### src/rtl/cp0_irq_ctrl_if.sv
`default_nettype none
// cp0_irq_ctrl_if: MEM-stage side bus of the CP0 / interrupt controller.
// Revision 1.0
interface cp0_irq_ctrl_if #(
  parameter int NUM_HWINT = 6
);
  logic [4:0]           A;
  logic [31:0]          DIn;
  logic                 We;
  logic [31:0]          PC;
  logic                 BD;
  logic [4:0]           ExcCode;
  logic [NUM_HWINT-1:0] HWInt;
  logic                 EXLClr;
  logic                 Interrupt;
  logic [31:0]          EPC;
  logic [31:0]          DOut;

  modport master (
    output A, DIn, We, PC, BD, ExcCode, HWInt, EXLClr,
    input  Interrupt, EPC, DOut
  );

  modport slave (
    input  A, DIn, We, PC, BD, ExcCode, HWInt, EXLClr,
    output Interrupt, EPC, DOut
  );
endinterface
`default_nettype wire

### src/rtl/cp0_irq_ctrl.sv
`default_nettype none
// cp0_irq_ctrl: CP0 (SR/Cause/EPC/PRId) and level/edge interrupt controller beside MEM.
// Revision 1.0
module cp0_irq_ctrl #(
  parameter int          NUM_HWINT = 6,
  parameter logic [5:0]  EDGE_MASK = 6'b000000,
  parameter logic [31:0] PRID      = 32'h4255_4141
) (
  input  logic           clk,
  input  logic           reset,
  cp0_irq_ctrl_if.slave  bus
);
  localparam logic [5:0] c_LINE_MASK = 6'((7'd1 << NUM_HWINT) - 7'd1);
  localparam logic [5:0] c_EDGE      = EDGE_MASK & c_LINE_MASK;

  logic [5:0]  r_im;
  logic        r_exl;
  logic        r_ie;
  logic        r_bd;
  logic [5:0]  r_ip;
  logic [4:0]  r_exc_code;
  logic [31:0] r_epc;
  logic [5:0]  r_hwint_q;

  logic [5:0]  w_hwint;
  logic [5:0]  w_w1c;
  logic [5:0]  w_ip_next;
  logic        w_int_req;
  logic        w_exc_req;
  logic        w_take;
  logic        w_wr;
  logic [31:0] w_sr;
  logic [31:0] w_cause;
  logic [31:0] w_epc_victim;

  assign w_hwint   = 6'(bus.HWInt) & c_LINE_MASK;
  assign w_int_req = r_ie & ~r_exl & (|(r_ip & r_im));
  assign w_exc_req = ~r_exl & (bus.ExcCode != 5'd0);
  assign w_take    = w_int_req | w_exc_req;
  // A write from the victim instruction never commits.
  assign w_wr      = bus.We & ~w_take;
  assign w_w1c     = (w_wr && bus.A == 5'd13) ? (bus.DIn[15:10] & c_EDGE) : 6'd0;

  for (genvar i = 0; i < 6; i++) begin : g_ip
    assign w_ip_next[i] = c_LINE_MASK[i] &
                          (c_EDGE[i] ? ((r_ip[i] & ~w_w1c[i]) | (w_hwint[i] & ~r_hwint_q[i]))
                                     : w_hwint[i]);
  end

  assign w_epc_victim = (bus.BD ? (bus.PC - 32'd4) : bus.PC) & 32'hFFFF_FFFC;

  always_ff @(posedge clk) begin
    if (reset) begin
      r_im       <= 6'd0;
      r_exl      <= 1'b0;
      r_ie       <= 1'b0;
      r_bd       <= 1'b0;
      r_ip       <= 6'd0;
      r_exc_code <= 5'd0;
      r_epc      <= 32'd0;
      r_hwint_q  <= 6'd0;
    end else begin
      r_ip      <= w_ip_next;
      r_hwint_q <= w_hwint;
      if (w_take) begin
        r_exl      <= 1'b1;
        r_bd       <= bus.BD;
        r_exc_code <= w_int_req ? 5'd0 : bus.ExcCode;
        r_epc      <= w_epc_victim;
      end else begin
        if (bus.EXLClr) begin
          r_exl <= 1'b0;
        end
        if (w_wr && bus.A == 5'd12) begin
          r_im  <= bus.DIn[15:10] & c_LINE_MASK;
          r_exl <= bus.DIn[1];
          r_ie  <= bus.DIn[0];
        end
        if (w_wr && bus.A == 5'd14) begin
          r_epc <= {bus.DIn[31:2], 2'b00};
        end
      end
    end
  end

  assign w_sr    = {16'd0, r_im, 8'd0, r_exl, r_ie};
  assign w_cause = {r_bd, 15'd0, r_ip, 3'd0, r_exc_code, 2'b00};

  always_comb begin
    bus.DOut = 32'd0;
    case (bus.A)
      5'd12:   bus.DOut = w_sr;
      5'd13:   bus.DOut = w_cause;
      5'd14:   bus.DOut = r_epc;
      5'd15:   bus.DOut = PRID;
      default: bus.DOut = 32'd0;
    endcase
  end

  assign bus.Interrupt = w_take;
  assign bus.EPC       = r_epc;
endmodule
`default_nettype wire

### src/flat_wrapper.sv
// flat-port wrapper written by rule: the top's interface ports become plain ports
module cp0_irq_ctrl_flat 
#(
  parameter int          NUM_HWINT = 6,
  parameter logic [5:0]  EDGE_MASK = 6'b000000,
  parameter logic [31:0] PRID      = 32'h4255_4141
)
  (clk, reset, bus_A, bus_DIn, bus_We, bus_PC, bus_BD, bus_ExcCode, bus_HWInt, bus_EXLClr, bus_Interrupt, bus_EPC, bus_DOut);
  cp0_irq_ctrl_if #(.NUM_HWINT(NUM_HWINT)) bus_i ();
  input  logic clk;
  input  logic reset;
  input wire logic [$bits(bus_i.A)-1:0] bus_A;
  input wire logic [$bits(bus_i.DIn)-1:0] bus_DIn;
  input wire logic [$bits(bus_i.We)-1:0] bus_We;
  input wire logic [$bits(bus_i.PC)-1:0] bus_PC;
  input wire logic [$bits(bus_i.BD)-1:0] bus_BD;
  input wire logic [$bits(bus_i.ExcCode)-1:0] bus_ExcCode;
  input wire logic [$bits(bus_i.HWInt)-1:0] bus_HWInt;
  input wire logic [$bits(bus_i.EXLClr)-1:0] bus_EXLClr;
  output wire logic [$bits(bus_i.Interrupt)-1:0] bus_Interrupt;
  output wire logic [$bits(bus_i.EPC)-1:0] bus_EPC;
  output wire logic [$bits(bus_i.DOut)-1:0] bus_DOut;
  assign bus_i.A = bus_A;
  assign bus_i.DIn = bus_DIn;
  assign bus_i.We = bus_We;
  assign bus_i.PC = bus_PC;
  assign bus_i.BD = bus_BD;
  assign bus_i.ExcCode = bus_ExcCode;
  assign bus_i.HWInt = bus_HWInt;
  assign bus_i.EXLClr = bus_EXLClr;
  assign bus_Interrupt = bus_i.Interrupt;
  assign bus_EPC = bus_i.EPC;
  assign bus_DOut = bus_i.DOut;
  cp0_irq_ctrl #(.NUM_HWINT(NUM_HWINT), .EDGE_MASK(EDGE_MASK), .PRID(PRID)) u_core (.clk(clk), .reset(reset), .bus(bus_i));
endmodule
### config.mk
export PLATFORM = sky130hd
export DESIGN_NAME = cp0_irq_ctrl_flat
export DESIGN_NICKNAME = d
export VERILOG_FILES = /design/src/rtl/cp0_irq_ctrl_if.sv /design/src/rtl/cp0_irq_ctrl.sv /design/src/flat_wrapper.sv
export SDC_FILE = /design/constraint.sdc
export NUM_CORES = 1
export LEC_CHECK = 0
export BUFFER_PORTS_ARGS = -buffer_cell sky130_fd_sc_hd__buf_4
export CAP_MARGIN = 20
export CORE_MARGIN = 4
export CORE_UTILIZATION = 50
export DETAILED_ROUTE_END_ITERATION = 6
export PLACE_DENSITY = 0.85
export SLEW_MARGIN = 10
export SYNTH_ARGS = -nofsm -noshare
export SYNTH_HDL_FRONTEND = slang
export SYNTH_SLANG_ARGS = --single-unit
export TNS_END_PERCENT = 50
### constraint.sdc
create_clock -name clk -period 3.9 [get_ports clk]
set_clock_uncertainty 0.15 [all_clocks]
set_input_delay 0 -clock clk [delete_from_list [all_inputs] [get_ports clk]]
set_output_delay 0 -clock clk [all_outputs]
set_load 0.01 [all_outputs]
**Yosys cells after proc, flatten, opt, wreduce, memory -nomap -nowiden**

Cells that the tools add are included.

- Register bits after elaboration: 50
- Latch bits: 0
- RAM bits: 0
- ROM bits: 0
- Output and inout bits: 65
- Memories: 0

- $add $sub $neg: 1
- Multiply operators: 0
- Div/mod/pow operators: 0
- Magnitude comparators: 0
- Equal/unequal tests: 4
- Shifts and indexed selects: 0
- Mux-type cells: 8
- Bitwise logic cells: 8
- Reductions and logical operators: 7

Operator list:

| operator | count |
|---|---|
| 32-bit case mux with 4 select lines | 1 |
| 32-bit two-way mux | 3 |
| 32-bit by 3-bit subtractor with 32-bit output, second input constant | 1 |
| 5-bit by 4-bit equality test with 1-bit output, second input constant | 4 |
| 6-bit bitwise AND | 1 |
| 6-bit OR reduction | 1 |
| 5-bit two-way mux | 1 |
| 5-bit nonzero test | 1 |
| 1-bit bitwise AND | 4 |
| 1-bit two-way mux | 3 |
| 3-bit nonzero test | 1 |
| 1-bit logical AND | 2 |
| 1-bit NOT | 2 |
| 2-bit AND reduction | 1 |
| 2-bit nonzero test | 1 |
| 1-bit bitwise OR | 1 |

**Logic depth before layout (Yosys ltp)**

- Depth after elaboration: 9
- Mapped depth: 7
- Mapped depth without buffers: 7

**Worst setup path after synthesis**

No wires, ideal clock.

- Kind: register -> register
- Start: register u_core.r_im[4]
- End: register u_core.r_epc[22] (netlist: u_core.bus.EPC[22])
- Data arrival time: 1536 ps
- Path slack: 2075 ps
- Stages on the path, launching flop included: 7
- Buffers on the path: 1
- Period minus slack after synthesis: 1825 ps
- Cell sequence: dfxtp_1 > a22oi_1 > a31oi_1 > o31ai_4 > inv_2 > clkbuf_1 > a21oi_1

- Word-level cells in the longest chain between the ends: 8

Ends and longest elaborated chain:

| element | line | source |
|---|---|---|
| from (decl) | cp0_irq_ctrl.sv:16 | `logic [5:0] r_im;` |
| from (signal assigned) | cp0_irq_ctrl.sv:75 | `r_im <= bus.DIn[15:10] & c_LINE_MASK;` |
| 6-bit bitwise AND (*) | cp0_irq_ctrl.sv:37 | `assign w_int_req = r_ie & ~r_exl & (\|(r_ip & r_im));` |
| 6-bit OR reduction (*) | cp0_irq_ctrl.sv:37 |  |
| 1-bit bitwise AND (*) | cp0_irq_ctrl.sv:37 |  |
| 1-bit bitwise OR (*) | cp0_irq_ctrl.sv:39 | `assign w_take = w_int_req \| w_exc_req;` |
| named net bus_Interrupt | flat_wrapper.sv:20 | `output wire logic [$bits(bus_i.Interrupt)-1:0] bus_Interrupt;` |
| 1-bit NOT (no source line) | n/a |  |
| 1-bit bitwise AND | cp0_irq_ctrl.sv:41 | `assign w_wr = bus.We & ~w_take;` |
| 1-bit logical AND | cp0_irq_ctrl.sv:79 | `if (w_wr && bus.A == 5'd14) begin` |
| 2-bit nonzero test (no source line) | n/a |  |
| to (signal assigned) | cp0_irq_ctrl.sv:69 | `r_epc <= w_epc_victim;` |
| to (signal assigned) | cp0_irq_ctrl.sv:80 | `r_epc <= {bus.DIn[31:2], 2'b00};` |
| to (decl) | cp0_irq_ctrl.sv:22 | `logic [31:0] r_epc;` |

Mark *: on every way through the listed nets, which the timed path passes. The rest lies on a longest branch.
A chain may end at the register's enable or synchronous reset.

**Final worst setup path**

- Start: input bus_PC[11]
- End: register u_core.r_epc[18] (netlist: u_core.bus.EPC[18])

- Word-level cells in the longest chain between the ends: 3

Ends and longest elaborated chain:

| element | line | source |
|---|---|---|
| from (decl) | flat_wrapper.sv:15 | `input wire logic [$bits(bus_i.PC)-1:0] bus_PC;` |
| 32-bit by 3-bit subtractor with 32-bit output | cp0_irq_ctrl.sv:50 | `assign w_epc_victim = (bus.BD ? (bus.PC - 32'd4) : bus.PC) & 32'hFFFF_FFFC;` |
| 32-bit two-way mux | cp0_irq_ctrl.sv:50 |  |
| 32-bit two-way mux | cp0_irq_ctrl.sv:65 | `if (w_take) begin` |

No other way between the ends.

==> results.toml <==
[synth]
ys_warn_count = 0
ys_seq_elements = 50
synthArstFlopShare_pct = 0
yosysSeqAreaShare_pct = 31.8
synthesized_area_sq_um = 3150
avgSynthCellArea_sq_um = 8.38
dominantRegCellSynth = "sky130_fd_sc_hd__dfxtp_1"
synth.lib_cells_used.distinct = 47
synth_edf_count = 0
postSynthCellCount = 376

[power]
part_of_the_total_power_dissipated_in_the_clock_network_pct = 22.7
cellLeakagePower_nw = 2.41
power.share.sequential_pct = 45.3
power_frac_comb_pct = 32.0
power.switching_fraction_pct = 29.9
power-per-cell-area_nw_per_um2 = 251
vdd.ir_drop.worst_mv = 0.179
total_switching_power_uw = 384
finalPower_mw = 1.28
power_report.internal_total_uw = 900

[cells_and_area]
postLayoutCoreUtil_pct = 84.8
most_frequent_cells_in_the_layout = "sky130_fd_sc_hd__buf_4 (150), sky130_fd_sc_hd__dlygate4sd3_1 (77), sky130_fd_sc_hd__nor2_1 (65), sky130_fd_sc_hd__dfxtp_1 (50), sky130_fd_sc_hd__mux2i_1 (38)"
fin_nets = 671
final_design_area_no_fill_sq_um = 5110
drive_above_1_share_pct = 29.9
mostFrequentLayoutCell = "sky130_fd_sc_hd__buf_4"
syn_to_final_growth_pct = 62.3
n_antenna_cell = 0

[grt]
grtUsageTotal_pct = 31.7
antenna_violations_before_repair = 0
grt_pass1_wl_microns = 19100
pin_count_of_the_biggest_net_entering_global_routing = 51
grt-ovfl-total = 0
first_global_vias = 3916

[sta]
tightest_slew_ns = 0.628
post-route-min-period_ns = 3.50
drv_slew = 0
max_freq_mhz = 286
period_share_pct = 89.7
hold_violations = 0
setup_slack_ns = 0.403
rsz0062_at_grt = "no"
slew-limit-headroom_pct = 57.9
final.setup.tns_ns = 0
finalSetupViolations = 0

[route]
detail_route.drc_violations = 0
ant_nets = 0
finalWirelength_microns = 12300
detailedRoute.firstIterationViolations = 185
drt_first_pass_iters = 5
via_count = 3813
routed_wire_length_per_instance_microns = 18.6
viasPerCell = 5.78

[clocking]
cts.htree.levels = 2
clk_transition_reported_paths_ns = 0.09
cts_tree = "yes"
cts_sinks = 50
root_buffer_master = "sky130_fd_sc_hd__clkbuf_8"
clock_insertion_delay_worst_skew_ns = 0.30
post_cts.resized_instances = 0
cts-root-to-sink-buffers = 2
number_of_buffers_added_by_the_clock_tree_synthesis_step = 5

[floorplanning]
die_w_microns = 87.4
die_area_sq_um = 7630
core_region_area_sq_um = 6030
die_h_microns = 87.4
num_io_pins = 150
row_count = 28
floorplan.initialDensity_pct = 52.3

[status]
run_status = "completed"

[placement]
port_buffers = 145
post-dp-hpwl_microns = 7860
routabilityCongestion = 0.935
detailedPlace.worstSlack_ns = 1.65
postPlaceCellArea_sq_um = 4260

[job]
maxCapViolCount = 0

[worst_setup_path]
arrival_ns = 3.55
worst_setup_path_end_kind = "flip-flop"
timing.critical_path.required_ns = 3.95
crit_path_max_fanout = 8
critical_path_class = "primary input to flip-flop"
worstSetupStartpointType = "primary input"

[min_path]
worst_hold_path_type = "primary input to flip-flop"
[power by group through the flow]
stage	Combinational [mW]	Clock, mW	Sequential (mW)
global route	0.439	0.313	0.587
floorplan	0.145	0	0.597
detailed placement	0.322	0	0.592
global placement	0.315	0	0.591
CTS	0.396	0.289	0.581
finish	0.411	0.291	0.582
[registers in the layout, indices dropped and copies added (netlist names)]
register and flops:
u_core.r_ip 6, u_core.r_exl 1, u_core.r_ie 1, u_core.r_exc_code 5, u_core.r_im 6, u_core.bus.EPC 30
u_core.r_bd 1
[through the flow]
step / hold slack, ns / std cells
3_5_place_dp: 0.0661 / 576
2_1_floorplan: -0.0218 / 377
5_1_grt: 0.0246 / 660
6_report: 0.00668 / 660
3_3_place_gp: 0.0627 / 576
4_1_cts: 0.0110 / 660
[cell usage after synthesis (all sizes together), types with 2 or more instances]
cell,n,area share [%]
nor2,65,7.7
dfxtp,50,32
mux2i,38,12
a21oi,29,4.8
xnor2,19,5.3
clkbuf,16,1.9
a21o,15,3.6
a211oi,13,3.1
and3,12,2.4
nand2,11,1.3
a22oi,10,2.4
buf,10,1.7
nor3,10,2.1
nor2b,9,1.8
inv,7,0.83
nor4,7,2.1
or4,7,2.1
xor2,7,1.9
mux2,5,1.8
o21ai,4,0.64
a311oi,3,0.83
nand3,3,0.48
nand4,3,0.60
nor3b,3,0.72
nor4b,3,1.3
or3,3,0.60
nand3b,2,0.48
o31ai,2,0.91
[layer usage]
layer | vias up | GRT usage (%) | part of all wire (%)
li1 | 1760 | - | -
met1 | 1788 | 35.9 | 37
met2 | 219 | 57.7 | 53
met3 | 46 | 5.39 | 7.0
met4 | 0 | 13.5 | 3.5
met5 | - | 0 | 0
[critical path: stages]
cell,delay (ns)
sky130_fd_sc_hd__dlygate4sd3_1,0.53
sky130_fd_sc_hd__buf_4,0.15
sky130_fd_sc_hd__nor4_4,0.44
sky130_fd_sc_hd__nand4_1,0.51
sky130_fd_sc_hd__nor4_1,0.47
sky130_fd_sc_hd__xnor2_1,0.20
sky130_fd_sc_hd__dlygate4sd3_1,0.60
sky130_fd_sc_hd__a21oi_1,0.07
sky130_fd_sc_hd__dlygate4sd3_1,0.57
[logic make-up (layout without fill, tap and decap cells)]
logic type / after synthesis / in the layout / share of synthesized area [%]
compound gates: 79 / 79 / 17.0
xor+xnor: 26 / 26 / 7.23
fa+ha+maj: 1 / 1 / 0.397
buf+inv: 33 / 241 / 4.49
flops: 50 / 50 / 31.8
mux: 43 / 43 / 13.9
other cells: 1 / 2 / 0.119
simple gates: 143 / 143 / 25.1
[final cells by class]
cell class                 instances  area (sq um)
timing repair buffer             227          1900
clock buffer                       7          76.3
inverter                           7          26.3
tap                               75          93.8
sequential                        50          1000
multi-input combinational        294          2020
fill                             329           916
[timing repair]
item,CTS,global route
hold endpoints to repair,50,0
hold buffers,77,0
setup buffers,0,0
[final timing paths]
| kind | start | endpoint | slack [ns] | depth (start not counted) |
|---|---|---|---|---|
| setup reg to reg | u_core.r_im[3] | u_core.bus.EPC[7] | 0.98 | 8 |
| setup / recovery | bus_PC[11] | u_core.bus.EPC[18] | 0.40 | 9 |
| hold reg to reg | u_core.r_bd | u_core.r_bd | 0.31 | 2 |
| hold / removal | bus_DIn[27] | u_core.bus.EPC[27] | 0.007 | 4 |
(Power assumes the default switching activity.)
